==> src/rtl/cpu_defs.sv <==
// Purpose: shared CPU front-end definitions used by IF, ID and the hazard unit.
// Contents: address/data widths, bubble instruction, skid-buffer state
// encoding, the {pc, instr} word carried by the skid, and a PC increment helper.
package cpu_defs;

  localparam int unsigned ADDR_W = 16;
  localparam int unsigned DATA_W = 32;

  // sll $0,$0,0
  localparam logic [DATA_W-1:0] NOP_INSTR = 32'h0000_0000;

  localparam logic SKID_EMPTY = 1'b0;
  localparam logic SKID_FULL  = 1'b1;

  typedef enum logic {
    SKID_ST_EMPTY = SKID_EMPTY,
    SKID_ST_FULL  = SKID_FULL
  } skid_state_t;

  typedef struct packed {
    logic [ADDR_W-1:0] pc;
    logic [DATA_W-1:0] instr;
  } fetch_word_t;

  // Next sequential word address; wraps 0xFFFF -> 0x0000.
  function automatic logic [ADDR_W-1:0] pc_next(input logic [ADDR_W-1:0] pc);
    return pc + ADDR_W'(1);
  endfunction

endpackage

==> src/rtl/if_id_fetch_stage_if.sv <==
// Purpose: bundle of the fetch stage's PC handshake, imem read port,
// ID-stage control and IF/ID pipeline register outputs.
// Modports: slave  - the fetch stage itself
//           master - the surrounding PC / imem / decode logic
interface if_id_fetch_stage_if;
  import cpu_defs::*;

  logic [ADDR_W-1:0] pc_in;
  logic              pc_valid;
  logic              pc_ready;
  logic              stall_id;
  logic              flush;
  logic              imem_en;
  logic [ADDR_W-1:0] imem_addr;
  logic [DATA_W-1:0] imem_rdata;
  logic [ADDR_W-1:0] if_id_pc;
  logic [ADDR_W-1:0] if_id_pc1;
  logic [DATA_W-1:0] if_id_instr;
  logic              if_id_valid;

  modport slave (
    input  pc_in, pc_valid, stall_id, flush, imem_rdata,
    output pc_ready, imem_en, imem_addr,
           if_id_pc, if_id_pc1, if_id_instr, if_id_valid
  );

  modport master (
    output pc_in, pc_valid, stall_id, flush, imem_rdata,
    input  pc_ready, imem_en, imem_addr,
           if_id_pc, if_id_pc1, if_id_instr, if_id_valid
  );

endinterface

==> src/rtl/fetch_skid_buf.sv <==
// Purpose: one-entry {pc, instr} holding register that catches an imem
// return arriving while decode is stalled.
// Ports: CLK, RST (async, active-high)
//        load/load_word - capture a returning word (only from EMPTY)
//        drain          - release the held word (FULL -> EMPTY)
//        clear          - discard contents; wins over load and drain
//        full, word     - occupancy flag and held word
module fetch_skid_buf
  import cpu_defs::*;
(
  input  logic        CLK,
  input  logic        RST,
  input  logic        load,
  input  fetch_word_t load_word,
  input  logic        drain,
  input  logic        clear,
  output logic        full,
  output fetch_word_t word
);

  skid_state_t state;

  // EMPTY/FULL state and held word
  always_ff @(posedge CLK or posedge RST) begin
    if (RST) begin
      state <= SKID_ST_EMPTY;
      word  <= '0;
    end else begin
      case (state)
        SKID_ST_EMPTY: begin
          if (load && !clear) begin
            state <= SKID_ST_FULL;
            word  <= load_word;
          end
        end
        SKID_ST_FULL: begin
          if (clear || drain) state <= SKID_ST_EMPTY;
        end
        default: state <= SKID_ST_EMPTY;
      endcase
    end
  end

  assign full = (state == SKID_ST_FULL);

endmodule

==> src/rtl/if_id_fetch_stage.sv <==
// Purpose: instruction-fetch stage. Issues the PC to a 1-cycle synchronous
// imem, tracks the outstanding read, and loads the IF/ID register with
// {pc, pc+1, instr, valid}, using a 1-entry skid so a word returning
// during a decode stall is never lost. Flush squashes everything younger.
// Ports: CLK, RST (async, active-high)
//        bus (slave) - pc_in/pc_valid/pc_ready, stall_id, flush,
//                      imem_en/imem_addr/imem_rdata, if_id_* outputs
//        pc_ready, imem_en and imem_addr are combinational.
module if_id_fetch_stage
  import cpu_defs::*;
(
  input  logic               CLK,
  input  logic               RST,
  if_id_fetch_stage_if.slave bus
);

  logic              rst_q;
  logic              pc_ready_c;
  logic              accept_c;
  logic              inflight;
  logic [ADDR_W-1:0] req_pc;
  logic              skid_full;
  logic              skid_load_c;
  logic              skid_drain_c;
  fetch_word_t       skid_word;
  fetch_word_t       ret_word_c;

  // Hold off issue for one cycle after reset so a stale imem return is ignored
  always_ff @(posedge CLK or posedge RST) begin
    if (RST) rst_q <= 1'b1;
    else     rst_q <= 1'b0;
  end

  // Issue: never while the skid is occupied, so a return cannot collide with a drain
  assign pc_ready_c    = !rst_q && !bus.flush && !bus.stall_id && !skid_full;
  assign accept_c      = bus.pc_valid && pc_ready_c;
  assign bus.pc_ready  = pc_ready_c;
  assign bus.imem_en   = accept_c;
  assign bus.imem_addr = bus.pc_in;

  // Outstanding read tracking
  always_ff @(posedge CLK or posedge RST) begin
    if (RST) begin
      inflight <= 1'b0;
      req_pc   <= '0;
    end else begin
      inflight <= accept_c;
      if (accept_c) req_pc <= bus.pc_in;
    end
  end

  assign ret_word_c   = '{pc: req_pc, instr: bus.imem_rdata};
  assign skid_load_c  = inflight && bus.stall_id && !bus.flush;
  assign skid_drain_c = !bus.stall_id && !bus.flush;

  fetch_skid_buf u_skid (
    .CLK       (CLK),
    .RST       (RST),
    .load      (skid_load_c),
    .load_word (ret_word_c),
    .drain     (skid_drain_c),
    .clear     (bus.flush),
    .full      (skid_full),
    .word      (skid_word)
  );

  // IF/ID register: flush > stall-hold > skid drain > fresh return > bubble
  always_ff @(posedge CLK or posedge RST) begin
    if (RST) begin
      bus.if_id_pc    <= '0;
      bus.if_id_pc1   <= ADDR_W'(1);
      bus.if_id_instr <= NOP_INSTR;
      bus.if_id_valid <= 1'b0;
    end else if (bus.flush) begin
      bus.if_id_instr <= NOP_INSTR;
      bus.if_id_valid <= 1'b0;
    end else if (!bus.stall_id) begin
      if (skid_full) begin
        bus.if_id_pc    <= skid_word.pc;
        bus.if_id_pc1   <= pc_next(skid_word.pc);
        bus.if_id_instr <= skid_word.instr;
        bus.if_id_valid <= 1'b1;
      end else if (inflight) begin
        bus.if_id_pc    <= req_pc;
        bus.if_id_pc1   <= pc_next(req_pc);
        bus.if_id_instr <= bus.imem_rdata;
        bus.if_id_valid <= 1'b1;
      end else begin
        bus.if_id_instr <= NOP_INSTR;
        bus.if_id_valid <= 1'b0;
      end
    end
  end

endmodule

==> src/flat_wrapper.sv <==
// flat-port wrapper written by rule: the top's interface ports become plain ports
module if_id_fetch_stage_flat import cpu_defs::*;
  (CLK, RST, bus_pc_in, bus_pc_valid, bus_stall_id, bus_flush, bus_imem_rdata, bus_pc_ready, bus_imem_en, bus_imem_addr, bus_if_id_pc, bus_if_id_pc1, bus_if_id_instr, bus_if_id_valid);
  if_id_fetch_stage_if bus_i ();
  input  logic CLK;
  input  logic RST;
  input wire logic [$bits(bus_i.pc_in)-1:0] bus_pc_in;
  input wire logic [$bits(bus_i.pc_valid)-1:0] bus_pc_valid;
  input wire logic [$bits(bus_i.stall_id)-1:0] bus_stall_id;
  input wire logic [$bits(bus_i.flush)-1:0] bus_flush;
  input wire logic [$bits(bus_i.imem_rdata)-1:0] bus_imem_rdata;
  output wire logic [$bits(bus_i.pc_ready)-1:0] bus_pc_ready;
  output wire logic [$bits(bus_i.imem_en)-1:0] bus_imem_en;
  output wire logic [$bits(bus_i.imem_addr)-1:0] bus_imem_addr;
  output wire logic [$bits(bus_i.if_id_pc)-1:0] bus_if_id_pc;
  output wire logic [$bits(bus_i.if_id_pc1)-1:0] bus_if_id_pc1;
  output wire logic [$bits(bus_i.if_id_instr)-1:0] bus_if_id_instr;
  output wire logic [$bits(bus_i.if_id_valid)-1:0] bus_if_id_valid;
  assign bus_i.pc_in = bus_pc_in;
  assign bus_i.pc_valid = bus_pc_valid;
  assign bus_i.stall_id = bus_stall_id;
  assign bus_i.flush = bus_flush;
  assign bus_i.imem_rdata = bus_imem_rdata;
  assign bus_pc_ready = bus_i.pc_ready;
  assign bus_imem_en = bus_i.imem_en;
  assign bus_imem_addr = bus_i.imem_addr;
  assign bus_if_id_pc = bus_i.if_id_pc;
  assign bus_if_id_pc1 = bus_i.if_id_pc1;
  assign bus_if_id_instr = bus_i.if_id_instr;
  assign bus_if_id_valid = bus_i.if_id_valid;
  if_id_fetch_stage u_core (.CLK(CLK), .RST(RST), .bus(bus_i));
endmodule
==> config.mk <==
export PLATFORM = sky130hd
export DESIGN_NAME = if_id_fetch_stage_flat
export DESIGN_NICKNAME = d
export VERILOG_FILES = /design/src/rtl/cpu_defs.sv /design/src/rtl/if_id_fetch_stage_if.sv /design/src/rtl/fetch_skid_buf.sv /design/src/rtl/if_id_fetch_stage.sv /design/src/flat_wrapper.sv
export SDC_FILE = /design/constraint.sdc
export NUM_CORES = 1
export LEC_CHECK = 0
export BUFFER_PORTS_ARGS = -buffer_cell sky130_fd_sc_hd__buf_2
export CORE_MARGIN = 3
export CORE_UTILIZATION = 25
export DETAILED_ROUTE_END_ITERATION = 7
export PLACE_DENSITY = 0.45
export SLEW_MARGIN = 20
export SYNTH_ARGS = -nofsm -noshare
export SYNTH_HDL_FRONTEND = slang
export SYNTH_SLANG_ARGS = --single-unit
==> constraint.sdc <==
create_clock -name CLK -period 4.2 [get_ports CLK]
set_clock_uncertainty 0.1 [all_clocks]
set_input_delay 0.42 -clock CLK [delete_from_list [all_inputs] [get_ports CLK]]
set_output_delay 0.42 -clock CLK [all_outputs]
set_load 0.01 [all_outputs]
==> out/qor.yml <==
outcome:
  status: "completed"
clock_network:
  clk_latency_ps: 400
  ctsHoldBuffers: 0
  cts_setup_buffers: 0
  clock-root-buffer: "clkbuf_16"
  cts_buffers: 17
  path_clk_slew_ps: 60
  cts_buffer_depth: 2
  cts_resized: 0
  htree_levels: 4
  cts_tree: "yes"
  cts_num_sinks: 132
timing:
  setup_viol: 0
  tightest_slew_ps: 944
  worst_slack_ps: 1230
  report.final.slew_viol_count: 0
  max_freq_mhz: 336
  fin_crit_sh_pct: 70.8
  tns_ps: 0
  rsz0062_at_grt: "false"
  hold_viol: 0
  post-route-min-period_ps: 2970
  slew_headroom_pct: 37.1
power:
  switching_share_pct: 28.0
  p_sw_uw: 1020
  leakage_uw: 0.00343
  seq_power_share_pct: 45.7
  pwr-share-comb_pct: 15.8
  cellPowerDensity_mw_per_mm2: 501
  p_clk_share_pct: 38.5
  ir_worst_vdd_uv: 258
  finalPower_uw: 3640
  p_int_uw: 2620
route:
  routed_via_density: 4.40
  ant_nets: 0
  via_count: 4216
  avgRoutedWirePerCell_um: 15.2
  drt_iter0_drc: 173
  routed_wirelength_mm: 14.6
  drc: 0
  dr.pass1.iters: 4
setup_path:
  worst_setup_path_start_kind: "flip-flop"
  rr_worst_depth: 6
  worstPathArrival_ps: 2450
  cp-end-kind: "primary output"
  crit_start: "u_core.u_skid.full"
  r2r_end: "u_core.bus.if_id_pc1[15]"
  crit_type: "reg -> out"
  r2r_slack_ps: 1300
  crit_required_ps: 3680
  cp-endpoint: "bus_imem_en"
  cp_max_fo: 45
  r2r_start: "u_core.u_skid.full"
placed_design:
  placed_cell_area_mm2: 0.00669
  hpwl_mm: 10.3
  pre_cts_ws_ps: 1290
  io_buffers: 135
  routabilityCongestion: 0.766
cells_and_area:
  fin_nets: 686
  fin_area_mm2: 0.00726
  antenna_cells: 0
  drive_above_1_share_pct: 38.3
  syn2layout_area_growth_pct: 24.2
  final_util_pct: 31.9
yosys:
  synth_area_leaders: "dfrtp_1 56%, mux2_2 13%, nor2_1 4.6%"
  ys.flop_type: "dfrtp_1"
  ys_top_cells_by_count: "130 x dfrtp_1, 72 x nor2_1, 68 x mux2_2"
  yosysUniqueCellTypes: 37
  syn_inst: 522
  syn_area_mm2: 0.00584
  yosysSeqAreaShare_pct: 56.6
  syn_avg_cell_area_um2: 11.2
  post-synth-top-count-cell: "dfrtp_1"
  syn_nets: 576
  synth.largest_area_cell: "dfrtp_1"
  synth_top_area_share_pct: 55.7
  yosys_warnings: 0
  synth-edff-count: 0
  synth-seq-cells: 132
  synthArstFlopShare_pct: 100
job:
  drv_cap: 0
die:
  fp.dieH_um: 159
  boundaryPins: 136
  rows: 55
  core_mm2: 0.0228
  start_util_pct: 25.7
  fp.dieArea_mm2: 0.0252
  fp.dieW_um: 159
global_route:
  grt_max_degree: 103
  grt.total_usage_pct: 11.8
  grt_pass1_wl_mm: 23.9
  grt_pass1_vias: 4445
  antenna_found_initial: 0
  grt_overflow: 0
worst_hold_path:
  hp-class: "in -> async"
[metrics by stage]
step / hold slack (ps) / cells
5_1_grt: 141 / 958
3_3_place_gp: 361 / 926
4_1_cts: 132 / 958
6_report: 134 / 958
2_1_floorplan: 375 / 522
3_5_place_dp: 358 / 926
[power groups by stage]
stage / Combinational, uW / Sequential (uW) / Clock [uW]
finish: 573 / 1660 / 1400
global route: 645 / 1700 / 1510
CTS: 590 / 1670 / 1450
detailed placement: 589 / 1690 / 0
global placement: 574 / 1680 / 0
floorplan: 329 / 1690 / 0
[cell families (layout without fill, tap and decap cells)]
kind of cell               count (synthesis)  in the layout  share of synthesized area [%]
other                                      1              1                         0.0642
xor gates and xnor gates                  14             14                           2.10
muxes                                     80             80                           15.2
adders and majority gates                  1              1                          0.214
AOI/OAI and AO/OA                        100            100                           10.3
DFF                                      132            132                           56.6
and+or+nand+nor                          141            141                           10.7
buffers and inverters                     53            176                           4.92
[cells in the final DEF (no fill, tap or decap), types with 6 or more instances in the layout]
cell | Yosys | routed
buf_2 | 8 | 135
xnor2_1 | 7 | 7
dfrtp_1 | 130 | 129
o21ai_0 | 26 | 26
a22oi_1 | 34 | 34
nand3_1 | 6 | 6
nand2_1 | 43 | 43
clkbuf_16 | 0 | 17
buf_4 | 17 | 6
a21oi_1 | 34 | 34
mux2i_1 | 12 | 12
nor2_1 | 72 | 72
mux2_2 | 68 | 68
xor2_1 | 7 | 7
[critical path: stages, from the launching register on]
cell and delay (ps):
dfrtp_2 740, nor4_2 420, nand2_1 510, inv_1 200, buf_2 170
[how the worst min path moves through the flow]
stage | slack (ps) | cells after the start | to | start
6_report | 130 | 2 | u_core.bus.if_id_pc[1] | RST
5_1_grt | 140 | 2 | u_core.req_pc[9] | bus_pc_in[9]
4_1_cts | 130 | 2 | u_core.u_skid.word[1] | bus_imem_rdata[1]
3_5_place_dp | 360 | 2 | u_core.bus.if_id_pc[1] | u_core.bus.if_id_pc[1]
3_3_place_gp | 360 | 2 | u_core.bus.if_id_pc[5] | u_core.bus.if_id_pc[5]
2_1_floorplan | 370 | 1 | u_core.u_skid.word[46] | u_core.u_skid.word[46]
[cell type report]
| type | instances | area, um2 |
|---|---|---|
| timing repair buffer | 141 | 721 |
| inverter | 3 | 16.3 |
| multi-input combinational | 337 | 2260 |
| fill | 2392 | 15500 |
| clock inverter | 11 | 103 |
| clock buffer | 21 | 460 |
| tap | 313 | 392 |
| sequential | 132 | 3310 |
[per-layer routing]
layer / up-vias / routed length (um) / share of wire, % / track usage (%)
li1: 2014 / - / - / -
met1: 2098 / 6710 / 46 / 15.1
met2: 90 / 7170 / 49 / 19.5
met3: 14 / 527 / 3.6 / 3.13
met4: 0 / 199 / 1.4 / 4.02
met5: - / 0 / 0 / 0
[flip-flops by register name (all words and copies together), names as in the netlist]
name                    flops
u_core.bus.if_id_valid      1
u_core.bus.if_id_instr     32
u_core.inflight             1
u_core.u_skid.full          1
u_core.bus.if_id_pc1       16
u_core.rst_q                1
u_core.bus.if_id_pc        16
u_core.req_pc              16
u_core.u_skid.word         48
No activity file was read; power rests on OpenSTA's default activity.
